### config.mk
export PLATFORM = sky130hd
export DESIGN_NAME = lpe_column_result_collector_flat
export DESIGN_NICKNAME = d
export VERILOG_FILES = /design/src/rtl/lpe_column_result_collector_pkg.sv /design/src/rtl/lpe_column_result_collector_if.sv /design/src/rtl/lpe_column_result_collector.sv /design/src/flat_wrapper.sv
export SDC_FILE = /design/constraint.sdc
export NUM_CORES = 1
export LEC_CHECK = 0
export BUFFER_PORTS_ARGS = -buffer_cell sky130_fd_sc_hd__buf_2
export CAP_MARGIN = 5
export CELL_PAD_IN_SITES_DETAIL_PLACEMENT = 0
export CELL_PAD_IN_SITES_GLOBAL_PLACEMENT = 1
export CORE_MARGIN = 4
export CORE_UTILIZATION = 30
export CTS_BUF_LIST = sky130_fd_sc_hd__clkbuf_16
export CTS_CLUSTER_DIAMETER = 120
export DETAILED_ROUTE_END_ITERATION = 16
export PLACE_DENSITY_LB_ADDON = 0.05
export SETUP_SLACK_MARGIN = 0.3
export SLEW_MARGIN = 20
export SYNTH_ARGS = -nofsm -noshare
export SYNTH_HDL_FRONTEND = slang
export SYNTH_SLANG_ARGS = --single-unit
### constraint.sdc
create_clock -name clk -period 2.3 [get_ports clk]
set_clock_uncertainty 0.1 [all_clocks]
set_input_delay 0.345 -clock clk [delete_from_list [all_inputs] [get_ports clk]]
set_output_delay 0.345 -clock clk [all_outputs]
set_load 0.02 [all_outputs]
### src/rtl/lpe_column_result_collector_pkg.sv
// Shared constants, state type and helper functions for the column result collector,
// the processing element and its control unit (keeps tuser masks in one place).
package lpe_column_result_collector_pkg;

  typedef enum logic [0:0] {
    COLLECT = 1'b0,
    DRAIN   = 1'b1
  } state_e;

  function automatic int clog2(input int value);
    int res;
    int v;
    res = 32'd0;
    v   = value - 32'd1;
    while (v > 32'd0) begin
      res = res + 32'd1;
      v   = v >> 32'd1;
    end
    return res;
  endfunction

  function automatic int unsigned rslt_user_mask(input int user_width);
    return 32'd1 << (user_width - 32'd1);
  endfunction

  function automatic int unsigned op1_user_mask(input int user_width);
    return 32'd1 << (user_width - 32'd2);
  endfunction

endpackage

### src/rtl/lpe_column_result_collector_if.sv
// AXI-Stream style bundle used on both the input (down stream) and output sides.
interface lpe_column_result_collector_if #(
  parameter int DATA_W = 16,
  parameter int USER_W = 8,
  parameter int DEST_W = 4,
  parameter int ID_W   = 4
);
  logic [DATA_W-1:0] tdata;
  logic              tvalid;
  logic              tready;
  logic              tlast;
  logic [USER_W-1:0] tuser;
  logic [DEST_W-1:0] tdest;
  logic [ID_W-1:0]   tid;

  modport master (
    output tdata, tvalid, tlast, tuser, tdest, tid,
    input  tready
  );

  modport slave (
    input  tdata, tvalid, tlast, tuser,
    output tready
  );
endinterface

### src/rtl/lpe_column_result_collector.sv
// Collects tagged results from the bottom of a systolic column and replays them
// in row order as one framed stream packet; flags stray, duplicate and framing errors.
module lpe_column_result_collector
  import lpe_column_result_collector_pkg::*;
#(
  parameter int PE_NUMBER_J = 4,
  parameter int U_D_WIDTH   = 16,
  parameter int RSLT_WIDTH  = 16,
  parameter int USER_WIDTH  = 8,
  parameter logic [USER_WIDTH-1:0] RSLT_USER_MASK = USER_WIDTH'(rslt_user_mask(USER_WIDTH)),
  parameter logic [USER_WIDTH-1:0] OP1_USER_MASK  = USER_WIDTH'(op1_user_mask(USER_WIDTH)),
  parameter int DEST_WIDTH  = 4,
  parameter int ID_WIDTH    = 4,
  parameter logic [DEST_WIDTH-1:0] OUTPUT_DEST = DEST_WIDTH'(1),
  parameter logic [ID_WIDTH-1:0]   OUTPUT_ID   = ID_WIDTH'(1)
) (
  input  logic clk,
  input  logic rst_n,
  lpe_column_result_collector_if.slave  s_axis,
  lpe_column_result_collector_if.master m_axis,
  output logic frame_done,
  output logic err_stray,
  output logic err_index,
  output logic err_dup,
  output logic err_last
);

  localparam int IDX_W = (clog2(PE_NUMBER_J) > 1) ? clog2(PE_NUMBER_J) : 1;

  state_e                  state_r, state_nxt;
  logic [PE_NUMBER_J-1:0]  bitmap_r, bitmap_nxt;
  logic [IDX_W-1:0]        cnt_r, cnt_nxt;
  logic [RSLT_WIDTH-1:0]   buf_r   [PE_NUMBER_J];
  logic [RSLT_WIDTH-1:0]   buf_nxt [PE_NUMBER_J];

  logic                    ready_r;
  logic                    m_valid_r;
  logic [RSLT_WIDTH-1:0]   m_data_r;
  logic [IDX_W-1:0]        m_user_r;
  logic                    m_last_r;
  logic                    done_r, done_nxt;
  logic                    stray_r, stray_nxt;
  logic                    index_r, index_nxt;
  logic                    dup_r, dup_nxt;
  logic                    last_r, last_nxt;

  logic                    accept_s;
  logic                    is_rslt_s;
  logic [IDX_W-1:0]        idx_s;
  logic [PE_NUMBER_J-1:0]  onehot_s;
  logic                    idx_ok_s;
  logic                    last_row_s;
  logic [RSLT_WIDTH-1:0]   rslt_s;

  // Only the low result bits, the row index field and the result mask bit matter here.
  wire unused_ok_s = &{1'b0, s_axis.tuser, s_axis.tdata, OP1_USER_MASK};

  assign accept_s   = s_axis.tvalid & ready_r;
  assign is_rslt_s  = |(s_axis.tuser & RSLT_USER_MASK);
  assign idx_s      = s_axis.tuser[IDX_W-1:0];
  assign rslt_s     = s_axis.tdata[RSLT_WIDTH-1:0];
  assign idx_ok_s   = |onehot_s;
  assign last_row_s = (cnt_r == IDX_W'(PE_NUMBER_J - 1));

  // Decode the incoming row index; indices past the last row decode to all-zero.
  always_comb begin
    onehot_s = '0;
    for (int i = 0; i < PE_NUMBER_J; i++) begin
      onehot_s[i] = (idx_s == IDX_W'(i));
    end
  end

  // Next-state logic: collect into the buffer, then drain it row by row.
  always_comb begin
    state_nxt  = state_r;
    bitmap_nxt = bitmap_r;
    cnt_nxt    = cnt_r;
    buf_nxt    = buf_r;
    done_nxt   = 1'b0;
    stray_nxt  = 1'b0;
    index_nxt  = 1'b0;
    dup_nxt    = 1'b0;
    last_nxt   = 1'b0;
    case (state_r)
      COLLECT: begin
        if (accept_s) begin
          if (!is_rslt_s) begin
            stray_nxt = 1'b1;
          end else if (!idx_ok_s) begin
            index_nxt = 1'b1;
          end else if (|(bitmap_r & onehot_s)) begin
            dup_nxt = 1'b1;
          end else begin
            bitmap_nxt = bitmap_r | onehot_s;
            for (int i = 0; i < PE_NUMBER_J; i++) begin
              buf_nxt[i] = onehot_s[i] ? rslt_s : buf_r[i];
            end
            last_nxt = s_axis.tlast ^ onehot_s[PE_NUMBER_J-1];
          end
        end else begin
          bitmap_nxt = bitmap_r;
        end
        // The completing beat hands over straight to the drain phase.
        if (&bitmap_nxt) begin
          state_nxt = DRAIN;
          cnt_nxt   = '0;
        end else begin
          state_nxt = COLLECT;
        end
      end
      DRAIN: begin
        if (m_axis.tready) begin
          if (last_row_s) begin
            state_nxt  = COLLECT;
            bitmap_nxt = '0;
            cnt_nxt    = '0;
            done_nxt   = 1'b1;
          end else begin
            cnt_nxt = cnt_r + IDX_W'(1);
          end
        end else begin
          cnt_nxt = cnt_r;
        end
      end
      default: begin
        state_nxt  = COLLECT;
        bitmap_nxt = '0;
        cnt_nxt    = '0;
      end
    endcase
  end

  // Control state, output stage and error pulses.
  always_ff @(posedge clk or negedge rst_n) begin
    if (!rst_n) begin
      state_r   <= COLLECT;
      bitmap_r  <= '0;
      cnt_r     <= '0;
      ready_r   <= 1'b0;
      m_valid_r <= 1'b0;
      m_data_r  <= '0;
      m_user_r  <= '0;
      m_last_r  <= 1'b0;
      done_r    <= 1'b0;
      stray_r   <= 1'b0;
      index_r   <= 1'b0;
      dup_r     <= 1'b0;
      last_r    <= 1'b0;
    end else begin
      state_r   <= state_nxt;
      bitmap_r  <= bitmap_nxt;
      cnt_r     <= cnt_nxt;
      ready_r   <= (state_nxt == COLLECT);
      m_valid_r <= (state_nxt == DRAIN);
      m_data_r  <= (state_nxt == DRAIN) ? buf_nxt[cnt_nxt] : '0;
      m_user_r  <= (state_nxt == DRAIN) ? cnt_nxt : '0;
      m_last_r  <= (state_nxt == DRAIN) && (cnt_nxt == IDX_W'(PE_NUMBER_J - 1));
      done_r    <= done_nxt;
      stray_r   <= stray_nxt;
      index_r   <= index_nxt;
      dup_r     <= dup_nxt;
      last_r    <= last_nxt;
    end
  end

  // Result storage; contents are only meaningful where the bitmap is set.
  always_ff @(posedge clk) begin
    buf_r <= buf_nxt;
  end

  assign s_axis.tready = ready_r;
  assign m_axis.tvalid = m_valid_r;
  assign m_axis.tdata  = m_data_r;
  assign m_axis.tuser  = m_user_r;
  assign m_axis.tlast  = m_last_r;
  assign m_axis.tdest  = OUTPUT_DEST;
  assign m_axis.tid    = OUTPUT_ID;
  assign frame_done    = done_r;
  assign err_stray     = stray_r;
  assign err_index     = index_r;
  assign err_dup       = dup_r;
  assign err_last      = last_r;

endmodule

### src/flat_wrapper.sv
// flat-port wrapper written by rule: the top's interface ports become plain ports
module lpe_column_result_collector_flat import lpe_column_result_collector_pkg::*;
#(
  parameter int PE_NUMBER_J = 4,
  parameter int U_D_WIDTH   = 16,
  parameter int RSLT_WIDTH  = 16,
  parameter int USER_WIDTH  = 8,
  parameter logic [USER_WIDTH-1:0] RSLT_USER_MASK = USER_WIDTH'(rslt_user_mask(USER_WIDTH)),
  parameter logic [USER_WIDTH-1:0] OP1_USER_MASK  = USER_WIDTH'(op1_user_mask(USER_WIDTH)),
  parameter int DEST_WIDTH  = 4,
  parameter int ID_WIDTH    = 4,
  parameter logic [DEST_WIDTH-1:0] OUTPUT_DEST = DEST_WIDTH'(1),
  parameter logic [ID_WIDTH-1:0]   OUTPUT_ID   = ID_WIDTH'(1)
)
  (clk, rst_n, frame_done, err_stray, err_index, err_dup, err_last, s_axis_tdata, s_axis_tvalid, s_axis_tlast, s_axis_tuser, s_axis_tready, m_axis_tdata, m_axis_tvalid, m_axis_tlast, m_axis_tuser, m_axis_tdest, m_axis_tid, m_axis_tready);
  lpe_column_result_collector_if #(.DATA_W(16), .USER_W(8), .DEST_W(4), .ID_W(4)) s_axis_i ();
  lpe_column_result_collector_if #(.DATA_W(16), .USER_W(2), .DEST_W(4), .ID_W(4)) m_axis_i ();
  input  logic clk;
  input  logic rst_n;
  output logic frame_done;
  output logic err_stray;
  output logic err_index;
  output logic err_dup;
  output logic err_last;
  input wire logic [$bits(s_axis_i.tdata)-1:0] s_axis_tdata;
  input wire logic [$bits(s_axis_i.tvalid)-1:0] s_axis_tvalid;
  input wire logic [$bits(s_axis_i.tlast)-1:0] s_axis_tlast;
  input wire logic [$bits(s_axis_i.tuser)-1:0] s_axis_tuser;
  output wire logic [$bits(s_axis_i.tready)-1:0] s_axis_tready;
  output wire logic [$bits(m_axis_i.tdata)-1:0] m_axis_tdata;
  output wire logic [$bits(m_axis_i.tvalid)-1:0] m_axis_tvalid;
  output wire logic [$bits(m_axis_i.tlast)-1:0] m_axis_tlast;
  output wire logic [$bits(m_axis_i.tuser)-1:0] m_axis_tuser;
  output wire logic [$bits(m_axis_i.tdest)-1:0] m_axis_tdest;
  output wire logic [$bits(m_axis_i.tid)-1:0] m_axis_tid;
  input wire logic [$bits(m_axis_i.tready)-1:0] m_axis_tready;
  assign s_axis_i.tdata = s_axis_tdata;
  assign s_axis_i.tvalid = s_axis_tvalid;
  assign s_axis_i.tlast = s_axis_tlast;
  assign s_axis_i.tuser = s_axis_tuser;
  assign s_axis_tready = s_axis_i.tready;
  assign m_axis_tdata = m_axis_i.tdata;
  assign m_axis_tvalid = m_axis_i.tvalid;
  assign m_axis_tlast = m_axis_i.tlast;
  assign m_axis_tuser = m_axis_i.tuser;
  assign m_axis_tdest = m_axis_i.tdest;
  assign m_axis_tid = m_axis_i.tid;
  assign m_axis_i.tready = m_axis_tready;
  lpe_column_result_collector #(.PE_NUMBER_J(PE_NUMBER_J), .U_D_WIDTH(U_D_WIDTH), .RSLT_WIDTH(RSLT_WIDTH), .USER_WIDTH(USER_WIDTH), .RSLT_USER_MASK(RSLT_USER_MASK), .OP1_USER_MASK(OP1_USER_MASK), .DEST_WIDTH(DEST_WIDTH), .ID_WIDTH(ID_WIDTH), .OUTPUT_DEST(OUTPUT_DEST), .OUTPUT_ID(OUTPUT_ID)) u_core (.clk(clk), .rst_n(rst_n), .s_axis(s_axis_i), .m_axis(m_axis_i), .frame_done(frame_done), .err_stray(err_stray), .err_index(err_index), .err_dup(err_dup), .err_last(err_last));
endmodule
==> flow_summary.toml, run 1 <==
[detailed_routing]
vias = 2814
wire_per_inst_um = 18.2
drt-total-wl_mm = 10.7
drt-pass1-iter-count = 4
drc = 0
met1_length_mm = 5.26
via_per_inst = 4.82
ant_nets = 0
wl_met3_um = 360
routed-wl-met2_mm = 4.89
drt_iter0_markers = 106
highest_layer = "met4"

[place]
dp_hpwl_mm = 5.99
dp_slack_ps = 214
gp_congestion = 0.756
placed_cells = 552
port-buffer-count = 49

[cells_and_area]
area_delta_synth_final_pct = 25.2
drive_gt1_share_pct = 44.9
fillers = 1326
antennaDiodeCount = 0
nNetsFinal = 433
layout.cells.non_filler = 584

[clocking]
clk_pin_slew_worst_paths_ps = 60
clk_latency_ps = 340
clk_path_buf_depth = 2
cts.htree.levels = 3
cts_tree = "done"
root_buffer = "clkbuf_16"
clock_sinks = 96
numCtsBuffers = 9

[global_routing]
grt_max_degree = 35
grt_pass1_wl_mm = 16.0
grt_overflow = 0
grt_usage_pct = 13.1
grt_pass1_vias = 2778
antenna_found_initial = 0

[worst_setup_path]
cp_data_required_time_ps = 2410
rrSetupSlack_ps = 250
cp_max_fo = 6
worstSetupEndpointType = "flop"
r2r-start = "u_core.cnt_r[0]$_DFF_PN0_"
r2r_end = "u_core.m_axis.tdata[1]$_DFF_PN0_"
rr_worst_depth = 6
critPathKind = "flop to flop"
startpoint_type = "flop"
crit_arrival_ps = 2160

[floorplan]
rows = 42
start_util_pct = 30.9
die-area_mm2 = 0.0158
io-pin-count = 63
die_w_um = 126
die_h_um = 126
coreArea_mm2 = 0.0134

[power]
seq_power_share_pct = 37.2
clockPowerShare_pct = 17.4
combPwrFrac_pct = 45.5
p_per_area_mw_per_mm2 = 1460
fin_total_pwr_w = 0.00760
p_leak_nw = 2.26
ir_drop_uv = 419
switching_power_w = 0.00265
power_switching_share_pct = 34.9
p_int_w = 0.00495

[timing]
fmax_ghz = 0.489
setup_viol = 0
hold_viol = 0
final_max_slew_viol_count = 0
fin_ws_ps = 254
min_period_ps = 2050
post-route-period-util_pct = 88.9
tns_ps = 0
rsz0062_at_grt = "true"

[logic_synthesis]
synth_cell_types = 49
syn_area_per_cell_um2 = 12.3
synth.top_cell.area_share_pct = 30.9
yosys_warnings = 0
synthTopCellsByArea = "dfxtp_1 (31%), dfrtp_1 (19%), mux2_2 (11%), mux2_4 (6.5%), o211ai_1 (5.6%)"
synth_ff_type = "dfxtp_1"
synthArstFlopShare_pct = 33.3
synth_cells = 338
synth-seq-cells = 96
ys_seq_area_share_pct = 50.2
syn_area_mm2 = 0.00415
yosysTopAreaCell = "dfxtp_1"
synth_enable_flop_cells = 0

[hold_path]
worstHoldStart = "s_axis_tuser[7]"
min_to = "u_core.err_stray$_DFF_PN0_"
hold-path-cell-count = 2
hold_path.class = "primary input to flop"

[flow_run]
drv_cap = 0

[status]
outcome = "finished, final reports clean"
sequential cells by signal (all words and copies together), names as in the netlist:
register	cells
u_core.buf_r	64
u_core.m_axis.tdata	16
u_core.bitmap_r	4
u_core.cnt_r	2
u_core.m_axis.tuser	2
u_core.err_dup	1
u_core.err_index	1
u_core.err_last	1
u_core.err_stray	1
u_core.frame_done	1
u_core.m_axis.tlast	1
u_core.s_axis.tready	1
u_core.state_r	1
cell usage after synthesis, types with 3 or more instances:
cell and count:
a21oi_1 11, a21oi_2 6, a32oi_1 9, a32oi_2 7
buf_2 4, buf_4 11, buf_6 8, clkbuf_1 8
dfrtp_1 32, dfxtp_1 64, inv_1 3, mux2_1 7
mux2_2 40, mux2_4 18, nand2_1 32, nand2b_1 4
nand3_1 3, o211ai_1 31
power groups by stage:
stage	registers (W)	clock network, W	logic, W
2_1_floorplan	0.00296	0	0.00200
3_3_place_gp	0.00281	0	0.00285
3_5_place_dp	0.00283	0	0.00287
4_1_cts	0.00280	0.00137	0.00310
5_1_grt	0.00290	0.00143	0.00376
6_report	0.00283	0.00132	0.00345
placed cells by master, fill, tap and decap left out, types with 5 or more instances in the layout:
cell type  instances
o211ai_1          31
dfrtp_2            5
buf_12             7
a21oi_2           10
dfrtp_1           27
a32oi_1            8
nand2_1           32
mux2_1             7
buf_2             49
mux2_4            19
clkbuf_16         15
a21oi_1            6
conb_1             9
inv_1              9
dfxtp_1           64
a32oi_2            8
buf_4             14
mux2_2            39
area by class of cell:
type | instances | area [um^2] | area share, %
flip-flops and latches | 96 | 2090 | 40.2
multi-input cells | 211 | 1900 | 36.5
repair buffers | 82 | 723 | 13.9
clock buffers | 9 | 225 | 4.34
well taps | 176 | 220 | 4.24
clock inverters | 7 | 27.5 | 0.530
inverters | 3 | 11.3 | 0.217
worst max-delay path, cell delays in order (launching register included):
cell and delay [ps]:
dfrtp_2 460, nor2b_4 150, and3_4 160, or4_4 620, clkbuf_16 210, a21oi_1 140
a32oi_2 70
metal layers:
layer  up-vias  GRT usage (%)
li1       1361              -
met1      1393           18.3
met2        47           19.9
met3        13           2.77
met4         0           4.97
met5         -              0
worst max-delay path by stage:
stage	startpoint	end	slack, ps	cells after the start
floorplan	u_core.state_r$_DFF_PN0_	u_core.m_axis.tdata[13]$_DFF_PN0_	260	7
global placement	s_axis_tuser[7]	u_core.m_axis.tdata[15]$_DFF_PN0_	200	7
detailed placement	u_core.cnt_r[0]$_DFF_PN0_	u_core.m_axis.tdata[15]$_DFF_PN0_	210	7
CTS	u_core.bitmap_r[0]$_DFFE_PN0P_	u_core.m_axis.tdata[2]$_DFF_PN0_	230	6
global route	u_core.state_r$_DFF_PN0_	u_core.m_axis.tdata[3]$_DFF_PN0_	190	6
finish	u_core.cnt_r[0]$_DFF_PN0_	u_core.m_axis.tdata[1]$_DFF_PN0_	250	6
cell families after synthesis:
family / count (synthesis) / synth area share, %
flip-flops: 96 / 50.2
multiplexers: 67 / 20.1
AND/OR/NAND/NOR: 58 / 7.72
AO/OA/AOI/OAI: 75 / 14.9
adder cells (fa/ha/maj): 1 / 0.302
other: 2 / 0.181
buffers and inverters: 38 / 6.37
XOR/XNOR: 1 / 0.211
per-stage QoR:
step / utilization [%] / instance area (um^2) / hold WS (ps)
floorplan: - / 4180 / -50.6
detailed placement: 34.4 / 4600 / 168
CTS: 36.8 / 4930 / 122
global placement: 34.4 / 4600 / 170
finish: 38.7 / 5190 / 130
global route: 38.7 / 5190 / 128
timing repair:
| action | CTS | global route |
|---|---|---|
| hold endpoints to repair | 9 | 0 |
| setup buffers | 4 | 4 |
| gates resized for setup | 5 | 18 |
| endpoints found under the setup margin | 16 | 16 |
| gates cloned | 1 | 6 |
| pin swaps | 1 | 2 |
| hold buffers | 1 | 0 |
Power figures use the tool's default switching activity.
==> inputs of run 2 (changes only) <==
==> constraint.sdc (replaced) <==
create_clock -name clk -period 2.3 [get_ports clk]
set_clock_uncertainty 0.1 [all_clocks]
set_input_delay 0.575 -clock clk [delete_from_list [all_inputs] [get_ports clk]]
set_output_delay 0.575 -clock clk [all_outputs]
set_load 0.02 [all_outputs]
==> run 2 against run 1 <==
  * Critical endpoint is now u_core.m_axis.tdata[15]$_DFF_PN0_
  * Global-route usage is essentially flat
  * Sequential power is essentially flat
  * Sequential share of layout area grew 0.18 points
  * Worst setup slack gained 41 ps
  * Final cell count grew 1.0%
  * Combinational power shrank 5%
  * Design area shrank 0.46%
==> flow_summary.toml, run 2 (synthesis results as in run 1) <==
[status]
outcome = "finished, final reports clean"

[floorplan]
die_w_um = 126
io-pin-count = 63
rows = 42
start_util_pct = 30.9
die-area_mm2 = 0.0158
die_h_um = 126
coreArea_mm2 = 0.0134

[cells_and_area]
nNetsFinal = 439
top_register = "u_core.buf_r"
layout.cells.non_filler = 590
area_delta_synth_final_pct = 24.7
antennaDiodeCount = 0
drive_gt1_share_pct = 45.2
final_common_cell = "dfxtp_1"
largest_reg_flops = 64
final_cell_mix = "dfxtp_1 (64), buf_2 (49), mux2_2 (39)"

[place]
dp_slack_ps = -38.5
gp_congestion = 0.682
port-buffer-count = 49
placed_cells = 560
dp_hpwl_mm = 5.97

[clocking]
numCtsBuffers = 9
clk_path_buf_depth = 2
cts.htree.levels = 3
clock_sinks = 96
root_buffer = "clkbuf_16"
cts_tree = "done"
clk_latency_ps = 330
clk_pin_slew_worst_paths_ps = 60

[power]
seq_power_share_pct = 37.7
power_switching_share_pct = 34.1
p_per_area_mw_per_mm2 = 1440
switching_power_w = 0.00254
p_int_w = 0.00491
p_leak_nw = 2.27
combPwrFrac_pct = 43.8
clockPowerShare_pct = 18.5
ir_drop_uv = 371

[global_routing]
grt.busiest_layer = "met2"
grt_overflow = 0
grt_pass1_vias = 2834
grt_pass1_wl_mm = 16.1
antenna_found_initial = 0
grt_util_met1_pct = 17.7
grt_usage_pct = 13.2
use_met3_pct = 3.45
grtUsageMet2_pct = 20.6
grt_max_degree = 34

[worst_setup_path]
startpoint_type = "flop"
critPathKind = "flop to flop"
cp_data_required_time_ps = 2400
worstSetupEndpointType = "flop"
crit_arrival_ps = 2100
cp_max_fo = 6

[detailed_routing]
drt_iter0_markers = 97
drc = 0
drt-pass1-iter-count = 4
via_per_inst = 4.75
wire_per_inst_um = 17.0
vias = 2800
drt-total-wl_mm = 10.0
ant_nets = 0

[timing]
hold_viol = 0
rsz0062_at_grt = "true"
post-route-period-util_pct = 87.2
min_period_ps = 2000
setup_viol = 0
fin_ws_ps = 295
fmax_ghz = 0.499
final_max_slew_viol_count = 0

[flow_run]
drv_cap = 0

[hold_path]
hold_path.class = "primary input to asynchronous set/reset pin"
-- run 2: stage by stage --
stage                     instance area (um^2)  power, W  hold WS (ps)  util (%)  TNS [ps]
after floorplan                           4210   0.00498           179         -         0
after global placement                    4680   0.00569           346      34.9      -246
after detailed placement                  4680   0.00572           354      34.9      -115
after CTS                                 5020   0.00735           196      37.5         0
after global routing                      5170   0.00800           219      38.6         0
final                                     5170   0.00746           189      38.6         0
-- run 2: worst max-delay path: stages, from the launching register on --
cell and delay (ps):
dfrtp_1 370, buf_6 130, mux2i_1 70, o211a_1 200
or4_4 620, buf_12 190, a21oi_2 110, a32oi_2 80
-- run 2: power groups by stage --
stage	registers, W	logic (W)	clock network (W)
6_report	0.00281	0.00327	0.00138
5_1_grt	0.00290	0.00358	0.00152
4_1_cts	0.00280	0.00310	0.00145
3_5_place_dp	0.00284	0.00288	0
3_3_place_gp	0.00281	0.00288	0
2_1_floorplan	0.00296	0.00202	0
-- run 2: path summary, 6_finish.rpt --
check | start | endpoint | slack, ps | cells past startpoint
max in group asynchronous | rst_n | u_core.cnt_r[0]$_DFF_PN0_ | 1540 | 2
worst max register to register | u_core.bitmap_r[1]$_DFFE_PN0P_ | u_core.m_axis.tdata[15]$_DFF_PN0_ | 300 | 7
worst max-delay path | u_core.bitmap_r[1]$_DFFE_PN0P_ | u_core.m_axis.tdata[15]$_DFF_PN0_ | 300 | 7
worst min register to register | u_core.buf_r[49]$_DFF_P_ | u_core.buf_r[49]$_DFF_P_ | 370 | 1
worst min-delay path | rst_n | u_core.m_axis.tdata[4]$_DFF_PN0_ | 190 | 2
min in group clk | u_core.buf_r[49]$_DFF_P_ | u_core.buf_r[49]$_DFF_P_ | 370 | 1
-- run 2: cell type report --
cell class	instances	area, um^2
clock buffers	10	250
clock inverters	6	22.5
fillers	1332	8230
inverters	3	11.3
multi-input cells	211	1880
flip-flops and latches	96	2090
well taps	176	220
repair buffers	88	701
-- run 2: timing repair --
action                                  4_1_cts  5_1_grt
endpoints found under the hold margin         0        0
gates cloned                                  1        2
endpoints found under the setup margin       16       17
resized for setup                             5       12
hold buffers                                  0        0
buffers inserted                              4        7
pin swaps                                     1        1
-- run 2: routing by layer --
layer	up-vias	share of wire (%)
met2	42	45
met4	0	1.2
met5	-	0
met1	1380	50
met3	10	3.5
li1	1368	-
==> inputs of run 3 (changes only) <==
==> constraint.sdc (replaced) <==
create_clock -name clk -period 2.3 [get_ports clk]
set_clock_uncertainty 0.1 [all_clocks]
set_input_delay 0 -clock clk [delete_from_list [all_inputs] [get_ports clk]]
set_output_delay 0 -clock clk [all_outputs]
set_load 0.02 [all_outputs]
==> run 3 against run 2 <==
  * Fmax is 1.3% lower
  * Register-to-register slack worse by 30 ps
  * Die area stayed put
  * Clock power hardly changed
==> flow_summary.toml, run 3 (synthesis results as in run 1) <==
[floorplan]
rows = 42
io-pin-count = 63
die_w_um = 126
start_util_pct = 30.9
die_h_um = 126
die-area_mm2 = 0.0158
coreArea_mm2 = 0.0134

[place]
gp_congestion = 0.725
dp_hpwl_mm = 5.70
port-buffer-count = 49

[worst_setup_path]
critPathKind = "flop to flop"
path_cells = "nand4b_4 -> or4_4 -> buf_12 -> mux2_1 -> o211ai_1 -> a32oi_2"
startpoint_type = "flop"
crit_arrival_ps = 2150
cpPeakStageDelay_ps = 450
cp_data_required_time_ps = 2420
crit_family = "simple AND/OR/NAND/NOR gates"
path_buf_inv = 1
cp_max_fo = 17
worstSetupEndpointType = "flop"
critPathSlowestCell = "or4_4"

[timing]
fmax_ghz = 0.493
setup_viol = 0
final_max_slew_viol_count = 0
hold_viol = 0
min_period_ps = 2030
rsz0062_at_grt = "true"
tightest_slew_ps = 607
tns_ps = 0
relSlewSlack_pct = 59.5
post-route-period-util_pct = 88.3

[cells_and_area]
top_register = "u_core.buf_r"
nNetsFinal = 441
area_delta_synth_final_pct = 24.9
drive_gt1_share_pct = 40.4
largest_reg_flops = 64
final_util_pct = 38.6
final_common_cell = "dfxtp_1"
final_cell_mix = "dfxtp_1 (64), buf_2 (49), mux2_2 (40)"
antennaDiodeCount = 0

[clocking]
root_buffer = "clkbuf_16"
clk_path_buf_depth = 2
clk_pin_slew_worst_paths_ps = 70
cts_tree = "done"
clk_latency_ps = 340
numCtsBuffers = 9
cts.htree.levels = 3
clock_sinks = 96

[global_routing]
grt_max_degree = 35
grt_usage_pct = 13.2
grt_overflow = 0
grt_pass1_vias = 2875
grt_pass1_wl_mm = 16.1
antenna_found_initial = 0

[detailed_routing]
ant_nets = 0
vias = 2806
drt-total-wl_mm = 10.2
drt-pass1-iter-count = 7
drc = 0
drt_iter0_markers = 127
via_per_inst = 4.74
wire_per_inst_um = 17.2

[power]
fin_total_pwr_w = 0.00729
p_leak_nw = 2.22
p_per_area_mw_per_mm2 = 1410
ir_drop_uv = 450

[flow_run]
drv_cap = 0

[hold_path]
hold_path.class = "primary input to flop"

[status]
outcome = "finished, final reports clean"
-- run 3: cell types whose count changed in the layout (fill, tap and decap cells not counted), sizes merged --
cell / before / now
inv: 9 / 3
clkbuf: 12 / 11
clkinv: 0 / 5
buf: 86 / 66
clkinvlp: 0 / 2
dlygate4sd3: 0 / 22
-- run 3: per-stage QoR --
step / hold WS, ps / cell area [um^2] / worst slack [ps] / std cells
CTS: 25.5 / 5110 / 274 / 589
detailed placement: -36.9 / 4580 / 218 / 549
finish: 35.5 / 5180 / 270 / 592
floorplan: -396 / 4180 / 261 / 345
global route: 50.7 / 5180 / 170 / 592
global placement: -39.3 / 4580 / 205 / 549
-- run 3: path summary, 6_finish.rpt --
path,cells past startpoint,to,from,slack (ps)
hold reg to reg,1,u_core.buf_r[51]$_DFF_P_,u_core.buf_r[51]$_DFF_P_,370
setup / recovery,6,u_core.m_axis.tdata[1]$_DFF_PN0_,u_core.state_r$_DFF_PN0_,270
setup reg to reg,6,u_core.m_axis.tdata[1]$_DFF_PN0_,u_core.state_r$_DFF_PN0_,270
max in group asynchronous,3,u_core.bitmap_r[0]$_DFFE_PN0P_,rst_n,1370
min in group asynchronous,2,u_core.m_axis.tdata[4]$_DFF_PN0_,rst_n,100
hold / removal,3,u_core.err_dup$_DFF_PN0_,s_axis_tvalid,40
-- run 3: tightest hold or removal path: stages --
cell	delay, ps
buf_2	130
nand4b_4	130
and2b_1	180
-- run 3: layout make-up --
type / count / area (um^2)
fill: 1316 / 8220
sequential: 96 / 2090
multi-input combinational: 211 / 1840
timing repair buffer: 90 / 754
clock buffer: 9 / 225
tap: 176 / 220
clock inverter: 7 / 38.8
inverter: 3 / 11.3
-- run 3: what timing repair did --
item / 4_1_cts / 5_1_grt
gates resized for setup: 6 / 3
hold endpoints to repair: 89 / 0
hold buffers: 22 / 0
setup endpoints to repair: 16 / 18
gates cloned: 1 / 2
pin swaps: 1 / 1
buffers inserted: 1 / 1
-- run 3: per-layer routing --
metal / vias to the layer above / part of all wire, % / track usage [%]
met3: 12 / 2.7 / 2.73
li1: 1367 / - / -
met5: - / 0 / 0
met1: 1382 / 52 / 18.2
met4: 0 / 1.6 / 5.55
met2: 45 / 44 / 20.2
-- run 3: report_power, final --
group	internal (W)	switching, W
combinational	0.00155	0.00158
clock	0.000721	0.000639
sequential	0.00248	0.000324
total	0.00475	0.00254
